`config.mk`:
```
export PLATFORM = sky130hd
export DESIGN_NAME = can_clic_dispatch_flat
export DESIGN_NICKNAME = d
export VERILOG_FILES = /design/src/rtl/can_clic_dispatch_if.sv /design/src/rtl/can_clic_dispatch.sv /design/src/flat_wrapper.sv
export SDC_FILE = /design/constraint.sdc
export NUM_CORES = 1
export LEC_CHECK = 0
export BUFFER_PORTS_ARGS = -buffer_cell sky130_fd_sc_hd__buf_2
export CAP_MARGIN = 20
export CORE_MARGIN = 2
export CORE_UTILIZATION = 37
export CTS_BUF_LIST = sky130_fd_sc_hd__clkbuf_4
export DETAILED_ROUTE_END_ITERATION = 6
export HOLD_SLACK_MARGIN = 0.1
export PLACE_DENSITY = 0.6
export SLEW_MARGIN = 20
export SYNTH_ARGS = -nofsm -noshare
export SYNTH_HDL_FRONTEND = slang
export SYNTH_SLANG_ARGS = --single-unit
```
`constraint.sdc`:
```
create_clock -name clk -period 1.51 [get_ports clk]
set_input_delay 0.302 -clock clk [delete_from_list [all_inputs] [get_ports clk]]
set_output_delay 0.302 -clock clk [all_outputs]
set_load 0.01 [all_outputs]
```
`src/rtl/can_clic_dispatch_if.sv`:
```
// Bundle between the CLIC arbiter, the core request port and the pending-entry clear path.
interface can_clic_dispatch_if #(
  parameter int N_ENTRIES   = 4,
  parameter int INDEX_W     = $clog2(N_ENTRIES),
  parameter int PRIO_W      = 2,
  parameter int STACK_DEPTH = 3
);
  localparam int DEPTH_W = $clog2(STACK_DEPTH + 1);

  logic               arb_is_interrupt;
  logic [INDEX_W-1:0] arb_index;
  logic [PRIO_W-1:0]  arb_prio;
  logic               irq_req;
  logic [INDEX_W-1:0] irq_index;
  logic               irq_ack;
  logic               irq_ret;
  logic               clr_pending;
  logic [INDEX_W-1:0] clr_index;
  logic [PRIO_W-1:0]  cur_prio;
  logic [DEPTH_W-1:0] depth;
  logic               err;

  modport slave (
    input  arb_is_interrupt, arb_index, arb_prio, irq_ack, irq_ret,
    output irq_req, irq_index, clr_pending, clr_index, cur_prio, depth, err
  );

  modport master (
    output arb_is_interrupt, arb_index, arb_prio, irq_ack, irq_ret,
    input  irq_req, irq_index, clr_pending, clr_index, cur_prio, depth, err
  );
endinterface

```
`src/rtl/can_clic_dispatch.sv`:
```
// CLIC dispatch stage: req/ack to the core, pending clear pulse, nested priority stack.
// Optional CAN_CLIC_REQ_UPDATE_EN lets a higher-priority winner replace an unacked request.
module can_clic_dispatch #(
  parameter int N_ENTRIES   = 4,
  parameter int INDEX_W     = $clog2(N_ENTRIES),
  parameter int PRIO_W      = 2,
  parameter int STACK_DEPTH = 3
) (
  input logic                clk,
  input logic                rst_n,
  can_clic_dispatch_if.slave bus
);
  localparam int DEPTH_W = $clog2(STACK_DEPTH + 1);
  localparam int SLOTS   = 2 ** DEPTH_W;

  typedef enum logic [1:0] {
    IDLE = 2'd0,
    REQ  = 2'd1,
    CLR  = 2'd2
  } state_e;

  state_e             state_q, state_d;
  logic [INDEX_W-1:0] idx_q, idx_d;
  logic [PRIO_W-1:0]  prio_q, prio_d;
  logic [PRIO_W-1:0]  cur_prio_q, cur_prio_d;
  logic [DEPTH_W-1:0] depth_q, depth_d;
  logic               err_q, err_d;
  logic [PRIO_W-1:0]  stack_q [SLOTS];
  logic [PRIO_W-1:0]  stack_d [SLOTS];

  logic               dispatch_ok;
  logic [DEPTH_W-1:0] top;

  assign dispatch_ok = bus.arb_is_interrupt && (bus.arb_prio > cur_prio_q) &&
                       (depth_q < DEPTH_W'(STACK_DEPTH));
  assign top         = depth_q - DEPTH_W'(1);

  always_comb begin
    state_d    = state_q;
    idx_d      = idx_q;
    prio_d     = prio_q;
    cur_prio_d = cur_prio_q;
    depth_d    = depth_q;
    err_d      = err_q;
    stack_d    = stack_q;

    unique case (state_q)
      IDLE: begin
        if (dispatch_ok) begin
          idx_d   = bus.arb_index;
          prio_d  = bus.arb_prio;
          state_d = REQ;
        end
      end
      REQ: begin
        if (bus.irq_ack) begin
          stack_d[depth_q] = cur_prio_q;
          cur_prio_d       = prio_q;
          depth_d          = depth_q + DEPTH_W'(1);
          state_d          = CLR;
        end
`ifdef CAN_CLIC_REQ_UPDATE_EN
        else if (dispatch_ok && (bus.arb_prio > prio_q)) begin
          idx_d  = bus.arb_index;
          prio_d = bus.arb_prio;
        end
`endif
      end
      CLR: state_d = IDLE;
      default: state_d = IDLE;
    endcase

    // A return colliding with an accepted ack is dropped so the push wins.
    if (bus.irq_ret) begin
      if ((state_q == REQ) && bus.irq_ack) begin
        err_d = 1'b1;
      end else if (depth_q == '0) begin
        err_d = 1'b1;
      end else begin
        cur_prio_d = stack_q[top];
        depth_d    = top;
      end
    end
  end

  always_ff @(posedge clk or negedge rst_n) begin
    if (!rst_n) begin
      state_q    <= IDLE;
      idx_q      <= '0;
      prio_q     <= '0;
      cur_prio_q <= '0;
      depth_q    <= '0;
      err_q      <= 1'b0;
      for (int unsigned i = 0; i < SLOTS; i++) begin
        stack_q[i] <= '0;
      end
    end else begin
      state_q    <= state_d;
      idx_q      <= idx_d;
      prio_q     <= prio_d;
      cur_prio_q <= cur_prio_d;
      depth_q    <= depth_d;
      err_q      <= err_d;
      stack_q    <= stack_d;
    end
  end

  assign bus.irq_req     = (state_q == REQ);
  assign bus.irq_index   = idx_q;
  assign bus.clr_pending = (state_q == CLR);
  assign bus.clr_index   = idx_q;
  assign bus.cur_prio    = cur_prio_q;
  assign bus.depth       = depth_q;
  assign bus.err         = err_q;
endmodule

```
`src/flat_wrapper.sv`:
```
// flat-port wrapper written by rule: the top's interface ports become plain ports
module can_clic_dispatch_flat 
#(
  parameter int N_ENTRIES   = 4,
  parameter int INDEX_W     = $clog2(N_ENTRIES),
  parameter int PRIO_W      = 2,
  parameter int STACK_DEPTH = 3
)
  (clk, rst_n, bus_arb_is_interrupt, bus_arb_index, bus_arb_prio, bus_irq_ack, bus_irq_ret, bus_irq_req, bus_irq_index, bus_clr_pending, bus_clr_index, bus_cur_prio, bus_depth, bus_err);
  can_clic_dispatch_if #(.N_ENTRIES(N_ENTRIES), .INDEX_W(INDEX_W), .PRIO_W(PRIO_W), .STACK_DEPTH(STACK_DEPTH)) bus_i ();
  input logic clk;
  input logic rst_n;
  input wire logic [$bits(bus_i.arb_is_interrupt)-1:0] bus_arb_is_interrupt;
  input wire logic [$bits(bus_i.arb_index)-1:0] bus_arb_index;
  input wire logic [$bits(bus_i.arb_prio)-1:0] bus_arb_prio;
  input wire logic [$bits(bus_i.irq_ack)-1:0] bus_irq_ack;
  input wire logic [$bits(bus_i.irq_ret)-1:0] bus_irq_ret;
  output wire logic [$bits(bus_i.irq_req)-1:0] bus_irq_req;
  output wire logic [$bits(bus_i.irq_index)-1:0] bus_irq_index;
  output wire logic [$bits(bus_i.clr_pending)-1:0] bus_clr_pending;
  output wire logic [$bits(bus_i.clr_index)-1:0] bus_clr_index;
  output wire logic [$bits(bus_i.cur_prio)-1:0] bus_cur_prio;
  output wire logic [$bits(bus_i.depth)-1:0] bus_depth;
  output wire logic [$bits(bus_i.err)-1:0] bus_err;
  assign bus_i.arb_is_interrupt = bus_arb_is_interrupt;
  assign bus_i.arb_index = bus_arb_index;
  assign bus_i.arb_prio = bus_arb_prio;
  assign bus_i.irq_ack = bus_irq_ack;
  assign bus_i.irq_ret = bus_irq_ret;
  assign bus_irq_req = bus_i.irq_req;
  assign bus_irq_index = bus_i.irq_index;
  assign bus_clr_pending = bus_i.clr_pending;
  assign bus_clr_index = bus_i.clr_index;
  assign bus_cur_prio = bus_i.cur_prio;
  assign bus_depth = bus_i.depth;
  assign bus_err = bus_i.err;
  can_clic_dispatch #(.N_ENTRIES(N_ENTRIES), .INDEX_W(INDEX_W), .PRIO_W(PRIO_W), .STACK_DEPTH(STACK_DEPTH)) u_core (.clk(clk), .rst_n(rst_n), .bus(bus_i));
endmodule
```
## Yosys cells after proc, flatten, opt, wreduce, memory -nomap -nowiden

Cells that the tools add are included.

- Register bits: 19
- Input bits: 9
- Output and inout port bits: 11
- Word-level logic and storage cells: 55

- $add $sub $neg: 2
- Magnitude comparators: 5
- Eq/ne operators: 4
- Mux-type cells: 21
- Bitwise gates (word level): 2
- Reductions and logical operators: 11

Operators with widths:

| kind | count |
|---|---|
| $mux W2 | 15 |
| $bwmux W8 | 1 |
| $reduce_and A2 Y1 | 4 |
| $ge A3 B3 Y1 const B | 2 |
| $not A2 Y3 | 2 |
| $bmux W2 S2 | 1 |
| $demux W2 S2 | 1 |
| $logic_and A1 B1 Y1 | 4 |
| $logic_not A2 Y1 | 2 |
| $pmux W2 S2 | 1 |
| $lt A3 B1 Y1 const B | 1 |
| $add A2 B1 Y2 const B | 1 |
| $eq A2 B1 Y1 const B | 1 |
| $eq A2 B2 Y1 const B | 1 |
| $gt A2 B2 Y1 | 1 |
| $lt A2 B2 Y1 const B | 1 |
| $mux W1 | 2 |
| $ne A2 B1 Y1 const B | 1 |
| $ne A2 B2 Y1 const B | 1 |
| $reduce_bool A2 Y1 | 1 |
| $sub A2 B1 Y2 const B | 1 |

## Depth between registers and ports, before layout

- Depth after elaboration: 8
- Gate-level depth with buffers: 5
- Depth with buffers taken out: 5

## Worst setup path before layout

OpenSTA, ideal clock, no wires.

- Kind: register to register
- From: reg u_core.depth_q[0] (netlist: u_core.bus.depth[0])
- To: reg u_core.idx_q[0] (netlist: u_core.bus.clr_index[0])
- Setup time: 125 ps
- Data arrival time: 1515 ps
- Required time: 1385 ps
- Path slack: -130 ps
- Stages on the path, launching flop included: 5
- Path buffers: 0
- Clock period less this slack: 1640 ps
- Cells stage by stage: dfrtp_1 > ha_1 > nor4b_4 > o211ai_4 > mux2_4

- Longest elaborated chain between the ends: 3

Ends and longest elaborated chain:

| element | RTL line | text |
|---|---|---|
| from (decl) | can_clic_dispatch.sv:26 | `logic [DEPTH_W-1:0] depth_q, depth_d;` |
| from (signal assigned) | can_clic_dispatch.sv:102 | `depth_q <= depth_d;` |
| $lt A2 B2 Y1 | can_clic_dispatch.sv:35 | `(depth_q < DEPTH_W'(STACK_DEPTH));` |
| $logic_and A1 B1 Y1 | can_clic_dispatch.sv:34 | `assign dispatch_ok = bus.arb_is_interrupt && (bus.arb_prio > cur_prio_q) &&` |
| $reduce_and A2 Y1 (no source line) | -- |  |
| to (signal assigned) | can_clic_dispatch.sv:99 | `idx_q <= idx_d;` |
| to (decl) | can_clic_dispatch.sv:23 | `logic [INDEX_W-1:0] idx_q, idx_d;` |

No other way between the ends.
A chain may end at the register's enable or synchronous reset.

## Worst setup path in the final report

- From: reg u_core.cur_prio_q[1] (netlist: u_core.bus.cur_prio[1])
- To: reg u_core.idx_q[0] (netlist: u_core.bus.clr_index[0])

- Longest elaborated chain between the ends: 4

Ends and longest elaborated chain:

| element | RTL line | text |
|---|---|---|
| from (decl) | can_clic_dispatch.sv:25 | `logic [PRIO_W-1:0] cur_prio_q, cur_prio_d;` |
| from (signal assigned) | can_clic_dispatch.sv:101 | `cur_prio_q <= cur_prio_d;` |
| $gt A2 B2 Y1 | can_clic_dispatch.sv:34 |  |
| $logic_and A1 B1 Y1 (2 in series) | can_clic_dispatch.sv:34 |  |
| $reduce_and A2 Y1 (no source line) | -- |  |

No other way between the ends.

==> out/qor.yml <==
run_status:
  status: "complete, but fails checks"
  failed_checks: "setup timing"
floorplan:
  fp.dieW_um: 55.8
  die_h_um: 55.8
  rows: 18
  coreArea_sq_mm: 0.00250
  start_util: 0.397
  die-area_sq_mm: 0.00312
  pin_count: 20
synthesis:
  synth_area_per_cell_sq_um: 13.4
  netlist_area_sq_um: 993
  synth_fp_nets: 90
  yosysTopAreaCell: "dfrtp_1"
  synth_edf_count: 0
  synth-seq-area-share: 0.479
  synthCells: 74
  synthTopCellsByCount: "19 x dfrtp_1, 8 x mux2_2, 7 x ha_1, 7 x nand2_1, 5 x inv_1"
  ys_types: 21
  async_flop_share: 1.00
  synthFlopType: "dfrtp_1"
  synthMostInstantiatedCell: "dfrtp_1"
  synth.area.top_cells: "dfrtp_1 48%, mux2_2 9.1%, ha_1 8.8%"
  synth_top_area_frac: 0.479
  ys_warn_count: 0
  ys_ff_latch: 19
timing:
  fin_crit_sh: 1.01
  relSlewSlack: 0.699
  slew_viol_final: 0
  max_freq_mhz: 653
  rsz0062_at_grt: "true"
  min_period_ns: 1.53
  fin_skew_ns: 0.00517
  setup_violations: 4
  hold_viol_final: 0
  finalWorstSetupSlack_ns: -0.0224
  worstMarginPinSlew_ns: 0.451
drt:
  wl_per_cell_um: 14.1
  post-route-drc-count: 0
  drtIter0Drc: 8
  routed_wirelength_um: 1870
  via_per_inst: 4.80
  drtAntennaViolNets: 0
  vias: 634
  firstDrtPassIters: 3
placement:
  gp_congestion: 0.727
  dp_hpwl_um: 1360
  portBuffers: 19
  dp_slack_ns: -0.0558
power_and_ir_drop:
  pwr_density_cell_mw_per_mm2: 1840
  peakVddDrop_uv: 1070
  leakage_nw: 0.638
setup_path:
  rrSetupSlack_ns: -0.02
  worstPathArrival_ns: 1.72
  criticalPathCategory: "reg2reg"
  reg2reg_depth: 5
  r2r_end: "u_core.bus.clr_index[0]$_DFFE_PN0P_"
  startpoint: "u_core.bus.cur_prio[1]$_DFF_PN0_"
  cp-end-kind: "flop"
  reg2reg_from: "u_core.bus.cur_prio[1]$_DFF_PN0_"
  start_kind: "flop"
  critPathRequiredTime_ns: 1.69
  path_max_fanout: 5
clock_network:
  cts.sinks: 19
  clock_latency_ns: 0.29
  path_clk_slew_ns: 0.10
  cts_buffer_depth: 2
  htree_levels: 1
  cts_tree: "yes"
  numCtsBuffers: 3
  root_buffer: "clkbuf_4"
global_route:
  grt_pass1_vias: 661
  grt_usage: 0.125
  grt_overflow: 0
  grt_pass1_wl_um: 3050
  grt_max_degree: 20
  antenna_found_initial: 0
final_layout:
  final_util: 0.498
  multi_input_area_sq_um: 526
  area_growth_pct: 25.4
  fill_cells: 220
  seq_area_sq_um: 480
  antennaDiodeCount: 0
  layout-drive-gt1-share: 0.569
  nets: 119
min_path:
  min_delay_worst_endpoint: "u_core.state_q[0]$_DFFE_PN0P_"
  whs_path_depth: 2
  hold_path_class: "in2reg"
  min_from: "bus_irq_ack"
flow_run:
  max_cap_violations: 0
-- cells in the final DEF, fill, tap and decap left out, types with 4 or more instances in the layout --
master     n
mux2_2     8
mux2_4     4
buf_2     19
dfrtp_2    4
nand2_1    7
clkbuf_4   4
ha_1       4
dfrtp_1   15
buf_4      6
-- where the power goes --
| part | total [W] | switching [W] | internal [W] |
|---|---|---|---|
| clock | 0.000272 | 0.000151 | 0.000121 |
| sequential | 0.000872 | 0.000149 | 0.000723 |
| combinational | 0.00115 | 0.000501 | 0.000654 |
-- worst max-delay path by stage --
stage / endpoint / slack [ns]
global placement: u_core.bus.clr_index[0]$_DFFE_PN0P_ / -0.03
floorplan: u_core.bus.clr_index[0]$_DFFE_PN0P_ / -0.02
detailed placement: u_core.prio_q[0]$_DFFE_PN0P_ / -0.06
global route: u_core.bus.clr_index[0]$_DFFE_PN0P_ / -0.06
finish: u_core.bus.clr_index[0]$_DFFE_PN0P_ / -0.02
CTS: u_core.bus.clr_index[1]$_DFFE_PN0P_ / -0.02
-- stage by stage --
| stage | total power [W] | setup TNS [ns] | cells | hold slack (ns) | instance area [sq um] |
|---|---|---|---|---|---|
| after detailed placement | 0.00195 | -0.207 | 126 | 0.266 | 1160 |
| after floorplan | 0.00162 | -0.0832 | 74 | 0.00641 | 1010 |
| final | 0.00230 | -0.0842 | 132 | 0.232 | 1250 |
| after CTS | 0.00231 | -0.0630 | 131 | 0.232 | 1240 |
| after global placement | 0.00192 | -0.100 | 126 | 0.261 | 1160 |
| after global routing | 0.00248 | -0.228 | 132 | 0.233 | 1250 |
-- logic make-up (layout without fill, tap and decap cells) --
kind of cell             after synthesis  in the layout  share of synthesized area
adder cells (fa/ha/maj)                7              7                     0.0882
AO/OA/AOI/OAI                          6              6                     0.0466
multiplexers                          17             17                      0.227
XOR/XNOR                               1              1                    0.00882
flip-flops                            19             19                      0.479
buffers and inverters                  8             36                     0.0378
AND/OR/NAND/NOR                       16             16                      0.113
-- final cells by class --
type / instances / share of cell area
clock buffer: 4 / 0.0241
inverter: 6 / 0.0181
multi-input combinational: 47 / 0.422
sequential: 19 / 0.386
tap: 30 / 0.0301
timing repair buffer: 26 / 0.120
-- worst max-delay path: stages (launching register included) --
cell,delay [ns]
dfrtp_2,0.42
inv_2,0.07
ha_4,0.19
nor2b_4,0.13
o211ai_4,0.29
mux2_4,0.33
-- metal layers --
layer	vias to the layer above	GRT usage	share of wire
met5	-	0	0
met4	0	0.0408	0.0064
met3	2	0.0302	0.041
met2	15	0.214	0.48
met1	312	0.155	0.47
li1	305	-	-
-- what timing repair did --
action                                  4_1_cts  5_1_grt
hold buffers                                  1        0
gates resized for setup                       4        3
buffers inserted                              0        1
gates cloned                                  0        0
hold endpoints to repair                     19        0
endpoints found under the setup margin        6        7
pin swaps                                     1        1
-- flip-flops by register name, indices dropped and copies added (netlist names) --
name	flops
u_core.bus.clr_index	2
u_core.bus.cur_prio	2
u_core.bus.depth	2
u_core.bus.err	1
u_core.prio_q	2
u_core.stack_q	8
u_core.state_q	2
(Power assumes the default switching activity.)
